## src/rtl/pipelined_decode_unit_if.sv

```systemverilog
// Decode-stage bundle interface.
// Groups the fetch word, the writeback port, the EX-side hazard/backpressure
// inputs, the flush request and the registered ID/EX bundle.
//   master : fetch/execute side (drives in, writeback, ex_*, flush)
//   slave  : decode stage (drives stall_fetch and the out_* bundle)
interface pipelined_decode_unit_if #(
    parameter int DATA_W     = 16,
    parameter int INSTR_W    = 16,
    parameter int REG_ADDR_W = 3
) ();
    logic [INSTR_W-1:0]    in;
    logic                  in_valid;
    logic                  wb_en;
    logic [REG_ADDR_W-1:0] wb_addr;
    logic [DATA_W-1:0]     wb_data;
    logic                  ex_load;
    logic [REG_ADDR_W-1:0] ex_dst_addr;
    logic                  ex_ready;
    logic                  flush;
    logic                  stall_fetch;
    logic                  out_valid;
    logic [DATA_W-1:0]     out_rsrc;
    logic [DATA_W-1:0]     out_rdst;
    logic [REG_ADDR_W-1:0] out_rsrc_addr;
    logic [REG_ADDR_W-1:0] out_rdst_addr;
    logic [DATA_W-1:0]     out_imm;
    logic [4:0]            out_opcode;

    modport master (
        output in, in_valid, wb_en, wb_addr, wb_data,
               ex_load, ex_dst_addr, ex_ready, flush,
        input  stall_fetch, out_valid, out_rsrc, out_rdst,
               out_rsrc_addr, out_rdst_addr, out_imm, out_opcode
    );

    modport slave (
        input  in, in_valid, wb_en, wb_addr, wb_data,
               ex_load, ex_dst_addr, ex_ready, flush,
        output stall_fetch, out_valid, out_rsrc, out_rdst,
               out_rsrc_addr, out_rdst_addr, out_imm, out_opcode
    );
endinterface

```

## src/rtl/pipelined_decode_unit.sv

```systemverilog
// Instruction decode stage.
// Owns the register file (with same-cycle writeback bypass), assembles one-
// and two-word instructions, inserts bubbles on load-use hazards, honours EX
// backpressure and flush, and registers the ID/EX bundle.
// Ports:
//   clk   : rising-edge clock
//   rst_n : asynchronous active-low reset
//   dec   : decode bundle interface (slave side), see pipelined_decode_unit_if
module pipelined_decode_unit #(
    parameter int DATA_W     = 16,
    parameter int INSTR_W    = 16,
    parameter int REG_ADDR_W = 3
) (
    input  logic                    clk,
    input  logic                    rst_n,
    pipelined_decode_unit_if.slave  dec
);
    localparam int NREG = 2 ** REG_ADDR_W;
    localparam logic [0:0] S_INSTR = 1'b0;
    localparam logic [0:0] S_IMM   = 1'b1;

    logic [0:0]            state_r;
    logic [10:0]           first_hi_r;   // In[15:5] of the latched first word
    logic [DATA_W-1:0]     regfile_r [NREG];
    logic                  out_valid_r;
    logic [DATA_W-1:0]     out_rsrc_r;
    logic [DATA_W-1:0]     out_rdst_r;
    logic [REG_ADDR_W-1:0] out_rsrc_addr_r;
    logic [REG_ADDR_W-1:0] out_rdst_addr_r;
    logic [DATA_W-1:0]     out_imm_r;
    logic [4:0]            out_opcode_r;

    logic [4:0]            cur_op_s;
    logic [REG_ADDR_W-1:0] cur_rsrc_s;
    logic [REG_ADDR_W-1:0] cur_rdst_s;
    logic [DATA_W-1:0]     rsrc_val_s;
    logic [DATA_W-1:0]     rdst_val_s;
    logic                  hz_s;
    logic                  two_word_s;
    logic [DATA_W-1:0]     short_imm_s;
    logic [DATA_W-1:0]     long_imm_s;

    // Map a 3-bit instruction register field onto REG_ADDR_W bits (truncate or zero-pad).
    function automatic logic [REG_ADDR_W-1:0] field_addr(input logic [2:0] f);
        logic [REG_ADDR_W-1:0] r;
        r = '0;
        for (int i = 0; i < 3 && i < REG_ADDR_W; i++) begin
            r[i] = f[i];
        end
        return r;
    endfunction

    // Zero-extend a full instruction word to operand width.
    function automatic logic [DATA_W-1:0] zext_word(input logic [INSTR_W-1:0] w);
        logic [DATA_W-1:0] r;
        r = '0;
        r[INSTR_W-1:0] = w;
        return r;
    endfunction

    // Current instruction fields, bypassed register reads and hazard detection.
    always_comb begin
        if (state_r == S_IMM) begin
            cur_op_s   = first_hi_r[10:6];
            cur_rsrc_s = field_addr(first_hi_r[5:3]);
            cur_rdst_s = field_addr(first_hi_r[2:0]);
        end else begin
            cur_op_s   = dec.in[15:11];
            cur_rsrc_s = field_addr(dec.in[10:8]);
            cur_rdst_s = field_addr(dec.in[7:5]);
        end

        if (dec.wb_en && (dec.wb_addr == cur_rsrc_s)) begin
            rsrc_val_s = dec.wb_data;
        end else begin
            rsrc_val_s = regfile_r[cur_rsrc_s];
        end

        if (dec.wb_en && (dec.wb_addr == cur_rdst_s)) begin
            rdst_val_s = dec.wb_data;
        end else begin
            rdst_val_s = regfile_r[cur_rdst_s];
        end

        // In S_IMM the latched word is always live; in S_INSTR only a valid fetch word counts.
        if ((state_r == S_IMM) || dec.in_valid) begin
            hz_s = dec.ex_load &&
                   ((dec.ex_dst_addr == cur_rsrc_s) || (dec.ex_dst_addr == cur_rdst_s));
        end else begin
            hz_s = 1'b0;
        end

        two_word_s  = (dec.in[15:13] == 3'b110);
        short_imm_s = {{(DATA_W-5){dec.in[4]}}, dec.in[4:0]};
        long_imm_s  = zext_word(dec.in);
    end

    // Fetch must hold its word on a hazard or backpressure, but never while flushing.
    always_comb begin
        if (dec.flush) begin
            dec.stall_fetch = 1'b0;
        end else begin
            dec.stall_fetch = hz_s || !dec.ex_ready;
        end
    end

    // Register file: cleared on reset, written whenever writeback is enabled (even during flush).
    always_ff @(posedge clk or negedge rst_n) begin
        if (!rst_n) begin
            for (int i = 0; i < NREG; i++) begin
                regfile_r[i] <= '0;
            end
        end else if (dec.wb_en) begin
            regfile_r[dec.wb_addr] <= dec.wb_data;
        end
    end

    // Decode FSM and ID/EX bundle registers, in flush > backpressure > hazard > decode priority.
    always_ff @(posedge clk or negedge rst_n) begin
        if (!rst_n) begin
            state_r         <= S_INSTR;
            first_hi_r      <= 11'd0;
            out_valid_r     <= 1'b0;
            out_rsrc_r      <= '0;
            out_rdst_r      <= '0;
            out_rsrc_addr_r <= '0;
            out_rdst_addr_r <= '0;
            out_imm_r       <= '0;
            out_opcode_r    <= 5'd0;
        end else if (dec.flush) begin
            out_valid_r <= 1'b0;
            state_r     <= S_INSTR;
            first_hi_r  <= 11'd0;
        end else if (!dec.ex_ready) begin
            out_valid_r <= out_valid_r;
            state_r     <= state_r;
        end else if (hz_s) begin
            out_valid_r <= 1'b0;
        end else begin
            case (state_r)
                S_INSTR: begin
                    if (!dec.in_valid) begin
                        out_valid_r <= 1'b0;
                    end else if (two_word_s) begin
                        first_hi_r  <= dec.in[15:5];
                        out_valid_r <= 1'b0;
                        state_r     <= S_IMM;
                    end else begin
                        out_valid_r     <= 1'b1;
                        out_rsrc_r      <= rsrc_val_s;
                        out_rdst_r      <= rdst_val_s;
                        out_rsrc_addr_r <= cur_rsrc_s;
                        out_rdst_addr_r <= cur_rdst_s;
                        out_imm_r       <= short_imm_s;
                        out_opcode_r    <= cur_op_s;
                    end
                end
                S_IMM: begin
                    if (dec.in_valid) begin
                        out_valid_r     <= 1'b1;
                        out_rsrc_r      <= rsrc_val_s;
                        out_rdst_r      <= rdst_val_s;
                        out_rsrc_addr_r <= cur_rsrc_s;
                        out_rdst_addr_r <= cur_rdst_s;
                        out_imm_r       <= long_imm_s;
                        out_opcode_r    <= cur_op_s;
                        state_r         <= S_INSTR;
                    end else begin
                        out_valid_r <= 1'b0;
                    end
                end
                default: begin
                    out_valid_r <= 1'b0;
                    state_r     <= S_INSTR;
                end
            endcase
        end
    end

    assign dec.out_valid     = out_valid_r;
    assign dec.out_rsrc      = out_rsrc_r;
    assign dec.out_rdst      = out_rdst_r;
    assign dec.out_rsrc_addr = out_rsrc_addr_r;
    assign dec.out_rdst_addr = out_rdst_addr_r;
    assign dec.out_imm       = out_imm_r;
    assign dec.out_opcode    = out_opcode_r;
endmodule
```

## src/flat_wrapper.sv

```systemverilog
// flat-port wrapper written by rule: the top's interface ports become plain ports
module pipelined_decode_unit_flat 
#(
    parameter int DATA_W     = 16,
    parameter int INSTR_W    = 16,
    parameter int REG_ADDR_W = 3
)
  (clk, rst_n, dec_in, dec_in_valid, dec_wb_en, dec_wb_addr, dec_wb_data, dec_ex_load, dec_ex_dst_addr, dec_ex_ready, dec_flush, dec_stall_fetch, dec_out_valid, dec_out_rsrc, dec_out_rdst, dec_out_rsrc_addr, dec_out_rdst_addr, dec_out_imm, dec_out_opcode);
  pipelined_decode_unit_if #(.DATA_W(DATA_W), .INSTR_W(INSTR_W), .REG_ADDR_W(REG_ADDR_W)) dec_i ();
  input  logic clk;
  input  logic rst_n;
  input wire logic [$bits(dec_i.in)-1:0] dec_in;
  input wire logic [$bits(dec_i.in_valid)-1:0] dec_in_valid;
  input wire logic [$bits(dec_i.wb_en)-1:0] dec_wb_en;
  input wire logic [$bits(dec_i.wb_addr)-1:0] dec_wb_addr;
  input wire logic [$bits(dec_i.wb_data)-1:0] dec_wb_data;
  input wire logic [$bits(dec_i.ex_load)-1:0] dec_ex_load;
  input wire logic [$bits(dec_i.ex_dst_addr)-1:0] dec_ex_dst_addr;
  input wire logic [$bits(dec_i.ex_ready)-1:0] dec_ex_ready;
  input wire logic [$bits(dec_i.flush)-1:0] dec_flush;
  output wire logic [$bits(dec_i.stall_fetch)-1:0] dec_stall_fetch;
  output wire logic [$bits(dec_i.out_valid)-1:0] dec_out_valid;
  output wire logic [$bits(dec_i.out_rsrc)-1:0] dec_out_rsrc;
  output wire logic [$bits(dec_i.out_rdst)-1:0] dec_out_rdst;
  output wire logic [$bits(dec_i.out_rsrc_addr)-1:0] dec_out_rsrc_addr;
  output wire logic [$bits(dec_i.out_rdst_addr)-1:0] dec_out_rdst_addr;
  output wire logic [$bits(dec_i.out_imm)-1:0] dec_out_imm;
  output wire logic [$bits(dec_i.out_opcode)-1:0] dec_out_opcode;
  assign dec_i.in = dec_in;
  assign dec_i.in_valid = dec_in_valid;
  assign dec_i.wb_en = dec_wb_en;
  assign dec_i.wb_addr = dec_wb_addr;
  assign dec_i.wb_data = dec_wb_data;
  assign dec_i.ex_load = dec_ex_load;
  assign dec_i.ex_dst_addr = dec_ex_dst_addr;
  assign dec_i.ex_ready = dec_ex_ready;
  assign dec_i.flush = dec_flush;
  assign dec_stall_fetch = dec_i.stall_fetch;
  assign dec_out_valid = dec_i.out_valid;
  assign dec_out_rsrc = dec_i.out_rsrc;
  assign dec_out_rdst = dec_i.out_rdst;
  assign dec_out_rsrc_addr = dec_i.out_rsrc_addr;
  assign dec_out_rdst_addr = dec_i.out_rdst_addr;
  assign dec_out_imm = dec_i.out_imm;
  assign dec_out_opcode = dec_i.out_opcode;
  pipelined_decode_unit #(.DATA_W(DATA_W), .INSTR_W(INSTR_W), .REG_ADDR_W(REG_ADDR_W)) u_core (.clk(clk), .rst_n(rst_n), .dec(dec_i));
endmodule
```

## config.mk

```make
export PLATFORM = sky130hd
export DESIGN_NAME = pipelined_decode_unit_flat
export DESIGN_NICKNAME = d
export VERILOG_FILES = /design/src/rtl/pipelined_decode_unit_if.sv /design/src/rtl/pipelined_decode_unit.sv /design/src/flat_wrapper.sv
export SDC_FILE = /design/constraint.sdc
export NUM_CORES = 1
export LEC_CHECK = 0
export CAP_MARGIN = 0
export CORE_MARGIN = 2
export CORE_UTILIZATION = 40
export DETAILED_ROUTE_END_ITERATION = 6
export GPL_TIMING_DRIVEN = 1
export PLACE_DENSITY_LB_ADDON = 0.12
export SETUP_SLACK_MARGIN = 0.5
export SLEW_MARGIN = 20
export SYNTH_ARGS = -nofsm -noshare
export SYNTH_HDL_FRONTEND = slang
export SYNTH_SLANG_ARGS = --single-unit
```

## constraint.sdc

```tcl
create_clock -name clk -period 5.8 [get_ports clk]
set_clock_uncertainty 0.2 [all_clocks]
set_input_delay 1.45 -clock clk [delete_from_list [all_inputs] [get_ports clk]]
set_output_delay 1.45 -clock clk [all_outputs]
set_load 0.01 [all_outputs]
```

======== Word-level counts from Yosys, hierarchy flattened ========
Cells that the tools add are included.
storage, ports and cells
  input bits .............................. 45
  word-level logic and storage cells ...... 111
  flip-flop bits (word level) ............. 200
  output and inout port bits .............. 61
operators by class
  mux-type cells .......................... 60
  bitwise logic cells ..................... 6
  reduce and logical (&&, ||, !) cells .... 14
  equality and inequality tests ........... 10
  order comparisons ....................... 4
operators by type and width
  kind                number
  $mux 16             16
  $bwmux 128          1
  $bmux 16 s3         2
  $pmux 16 s2         3
  $mux 11             6
  $demux 16 s3        1
  $mux 3              8
  $mux 5              4
  $mux 1              14
  $eq 3x3->1          4
  $ge 4x4->1 const B  3
  $not 3->4           3
  $pmux 3 s2          2
  $ne 2x2->1 const B  5
  $pmux 5 s2          1
  $reduce_and 6->1    1
  $reduce_bool 2->1   3
  $reduce_and 5->1    1
  $logic_and 1x1->1   4
  $lt 4x1->1 const B  1
  $pmux 1 s2          2
  $eq 3x3->1 const B  1
  $logic_or 1x1->1    3
  $not 1->1           3
  2 further kinds     2

======== Longest topological paths before layout ========
  depth in word-level cells ............... 9
  depth in mapped cells ................... 9
  depth with buffers taken out ............ 5

======== Least setup slack after synthesis ========
OpenSTA, ideal clock, no wires.
  kind .................................... input port to output port
  start ................................... in dec_in[10]
  end ..................................... out dec_stall_fetch
  setup slack ............................. 1119 ps
  buffers on the path ..................... 2
  stages on the path ...................... 7
  arrival time ............................ 3031 ps
  data required time ...................... 4150 ps
  cells stage by stage .................... mux2_2 -> buf_2 -> xor2_1 -> nor4b_4 -> clkbuf_1 -> o22ai_1 -> a21oi_1
on the way
  cells in the longest elaborated chain, start to end .. 7
RTL lines
  what               line                          RTL
  from (decl)        flat_wrapper.sv:12            input wire logic [$bits(dec_i.in)-1:0] dec_in;
  $mux 3             pipelined_decode_unit.sv:63   if (state_r == S_IMM) begin
  $eq 3x3->1         pipelined_decode_unit.sv:88   ((dec.ex_dst_addr == cur_rsrc_s) || (dec.ex_dst_addr == cur_rdst_s));
  $logic_or 1x1->1   pipelined_decode_unit.sv:88
  $logic_and 1x1->1  pipelined_decode_unit.sv:87   hz_s = dec.ex_load &&
  $mux 1             pipelined_decode_unit.sv:86   if ((state_r == S_IMM) || dec.in_valid) begin
  $logic_or 1x1->1   pipelined_decode_unit.sv:103  dec.stall_fetch = hz_s || !dec.ex_ready;
  $mux 1             pipelined_decode_unit.sv:100  if (dec.flush) begin
  to (decl)          flat_wrapper.sv:21            output wire logic [$bits(dec_i.stall_fetch)-1:0] dec_stall_fetch;
No other way between the ends.

======== Worst setup path after layout ========
Same ends and word-level chain as after synthesis.

==> impl_metrics.py <==
metrics = {
    "worst_setup_path": {
        "critPathMaxFanout": 3,
        "r2r-start": "u_core.state_r",
        "critical-path-slowest-cell": "sky130_fd_sc_hd__clkdlybuf4s50_1",
        "max_stage_delay_ns": 0.45,
        "path_cells": "clkdlybuf4s50_1 -> mux2_2 -> xor2_1 -> nor4b_4 -> o22ai_1 -> a21oi_1 -> dlymetal6s2s_1",
        "worst-setup-path-type": "in2out",
        "reg2reg_slack_ns": 1.79,
        "timing.critical_path.required_ns": 4.15,
        "r2r.worst_path.cells": 6,
        "worstSetupStartpointType": "primary input",
        "end_kind": "output pin",
        "worst_r2r_dst": "u_core.dec.out_imm[4]",
        "timing.critical_path.from": "dec_in[10]",
        "cp_data_arrival_time_ns": 3.16,
    },
    "floorplanning": {
        "io_pins": 106,
        "initial_core_util": 0.403,
        "floorplan.die.width_um": 165,
        "die_ar_sq_mm": 0.0273,
        "fp.dieH_um": 165,
        "core_area_sq_mm": 0.0258,
        "floorplan.rows": 59,
    },
    "clock_network": {
        "post_cts_clock_slew_at_the_launch_and_capture_registers_of_the_worst_setup_and_hold_paths_ns": 0.07,
        "cts_buffers": 17,
        "cts-root-to-sink-buffers": 2,
        "clock_network_latency_to_the_later_pin_of_the_worst_skew_pair_ns": 0.43,
        "cts.root.buffer_cell": "sky130_fd_sc_hd__clkbuf_16",
        "cts_hold_repair.buffers": 0,
        "htree_levels": 4,
        "cts_num_sinks": 200,
        "cts_tree": "done",
    },
    "cells_and_area": {
        "n_antenna_cell": 0,
        "mostFrequentLayoutCell": "sky130_fd_sc_hd__dfrtp_1",
        "nets": 865,
        "area_growth_pct": 19.0,
        "register_area_sq_mm": 0.00500,
        "drive_above_1_share": 0.381,
        "final_cell_mix": "sky130_fd_sc_hd__dfrtp_1, sky130_fd_sc_hd__mux2_2, sky130_fd_sc_hd__clkdlybuf4s50_1, sky130_fd_sc_hd__mux4_2, sky130_fd_sc_hd__nand2_1",
        "fillCellCount": 2267,
        "area_of_the_multi_input_gates_sq_mm": 0.00507,
        "final_cell_count_without_fillers": 1168,
        "postLayoutCoreUtil": 0.480,
    },
    "pwr": {
        "design_power_total_mw": 4.38,
        "relative_contribution_of_the_clock_network_to_total_power": 0.266,
        "ir_worst_vdd_mv": 0.216,
        "static_leakage_nw": 5.08,
        "p_per_cell_area_mw_per_mm2": 353,
        "internal_power_mw": 3.15,
        "combinationalPowerShare": 0.286,
        "sequentialPowerShare": 0.448,
        "sw_frac_of_total": 0.281,
        "p_sw_mw": 1.23,
    },
    "placed_design": {
        "placed_cells": 1134,
        "dpl_worst_slack_ns": 0.594,
        "portBuffers": 105,
        "routabilityCongestion": 0.803,
        "dp_hpwl_mm": 16.6,
    },
    "hold_path": {
        "hold-path-endpoint": "u_core.dec.out_rdst_addr[2]",
        "worst_hold_path.num_cells": 1,
        "worstHoldPathType": "reg2reg",
        "holdCritStartpoint": "u_core.dec.out_rdst_addr[2]",
    },
    "timing": {
        "report.final.slew_viol_count": 0,
        "final_period_minus_worst_setup_slack_ns": 4.81,
        "unrepaired_setup_endpoints_after_global_routing": "false",
        "clock.fmax_ghz": 0.208,
        "hold_viol": 0,
        "timing.slew.headroom": 0.283,
        "max_slew.worst_pin.slew_ns": 1.08,
        "period_share": 0.829,
        "setup_total_negative_slack_ns": 0,
        "final-setup-viol-count": 0,
        "setup_slack_ns": 0.993,
    },
    "global_route": {
        "total_routing_usage_reported_by_global_routing": 0.208,
        "grt.overflow.total": 0,
        "grt_antenna_before_repair": 0,
        "grt_pass1_wl_mm": 42.1,
        "number_of_global_route_vias_before_repair": 7057,
        "grt_start_max_net_pins": 123,
    },
    "route": {
        "drt_drc_violations_left": 0,
        "drt_pre_antenna_iters": 4,
        "detail_route.wl_per_cell_um": 23.5,
        "drt_iter0_drc": 489,
        "routed_wl_mm": 27.4,
        "vias": 6607,
        "ant_nets": 0,
        "viasPerCell": 5.66,
    },
    "synthesis": {
        "synth.cell_area_sq_mm": 0.0104,
        "yosys_warnings": 0,
        "synthDistinctLibCells": 35,
        "yosysSeqAreaShare": 0.481,
        "synthesis.instances": 740,
        "ffs_latches_synth": 200,
        "postSynthNetCount": 785,
        "avgSynthCellArea_sq_um": 14.1,
    },
    "run_status": {
        "status": "finished clean",
    },
    "job": {
        "max_cap_violations": 0,
    },
}
==> worst max path at each step <==
stage / end / slack [ns] / cells past startpoint
after floorplan: dec_stall_fetch / 1.12 / 7
after global placement: dec_stall_fetch / 0.71 / 7
after detailed placement: dec_stall_fetch / 0.59 / 7
after CTS: dec_stall_fetch / 0.57 / 7
after global routing: dec_stall_fetch / 0.88 / 7
final: dec_stall_fetch / 0.99 / 7
==> power by group through the flow <==
stage / clock network, mW / registers (mW) / logic [mW]
floorplan: 0 / 1.98 / 0.720
global placement: 0 / 1.95 / 1.24
detailed placement: 0 / 1.99 / 1.26
CTS: 1.20 / 1.96 / 1.27
global route: 1.26 / 2.00 / 1.35
finish: 1.17 / 1.96 / 1.25
==> cell families after synthesis <==
family,count (synthesis),synth area share
AOI/OAI and AO/OA,53,0.0338
buffers and inverters,84,0.0388
DFF,200,0.481
muxes,287,0.383
and+or+nand+nor,104,0.0539
xor gates and xnor gates,12,0.0101
==> Yosys cell counts, drive strengths merged <==
cell	instances	area, sq um
nand4b	3	26.3
o31ai	34	255
o22ai	1	6.26
mux2	200	2310
o21ai	3	15.0
nand2	35	131
inv	13	48.8
buf	40	239
xor2	2	17.5
and3	15	93.8
mux2i	23	234
dfrtp	200	5000
or3	3	18.8
nor2	16	60.1
nand2b	13	81.3
nand3b	4	30.0
and4	1	8.76
nand4	3	18.8
nor3b	3	22.5
nor2b	1	6.26
xnor2	10	87.6
nor4b	1	23.8
mux4	64	1440
nand3	1	5.00
a21oi	15	75.1
nor3	5	35.0
clkbuf	31	116
==> what timing repair did <==
item / 4_1_cts / 5_1_grt
setup endpoints to repair: 0 / 1
gates resized for setup: 0 / 2
buffers inserted: 0 / 1
==> layout make-up <==
| type | instances | area share |
|---|---|---|
| tap | 335 | 0.0338 |
| sequential | 200 | 0.404 |
| inverter | 13 | 0.00394 |
| clock inverter | 12 | 0.00929 |
| multi-input combinational | 456 | 0.409 |
| clock buffer | 20 | 0.0368 |
| timing repair buffer | 132 | 0.103 |
==> metal layers <==
metal | up-vias | share of wire | track usage
met5 | - | 0 | 0
met4 | 0 | 0.013 | 0.0541
li1 | 2901 | - | -
met3 | 26 | 0.043 | 0.0317
met2 | 152 | 0.50 | 0.359
met1 | 3528 | 0.44 | 0.275
==> sequential cells by signal (all words and copies together), names as in the netlist <==
| register | flops |
|---|---|
| u_core.regfile_r | 128 |
| u_core.dec.out_imm | 16 |
| u_core.dec.out_rdst | 16 |
| u_core.dec.out_rsrc | 16 |
| u_core.first_hi_r | 11 |
| u_core.dec.out_opcode | 5 |
| u_core.dec.out_rdst_addr | 3 |
| u_core.dec.out_rsrc_addr | 3 |
| u_core.dec.out_valid | 1 |
| u_core.state_r | 1 |
==> metrics by stage <==
stage                     hold WS [ns]  area [sq um]
final                            0.290         12400
after global routing             0.306         12400
after CTS                        0.294         12400
after detailed placement         0.279         11800
after global placement           0.267         11800
after floorplan                  0.286         10400
==> worst max-delay path: cells and delay by family <==
family / cells / cell delay, ns
buffers and inverters: 2 / 0.62
AND/OR/NAND/NOR: 1 / 0.30
multiplexers: 1 / 0.32
AO/OA/AOI/OAI: 2 / 0.29
XOR/XNOR: 1 / 0.18
Power figures use the tool's default switching activity.
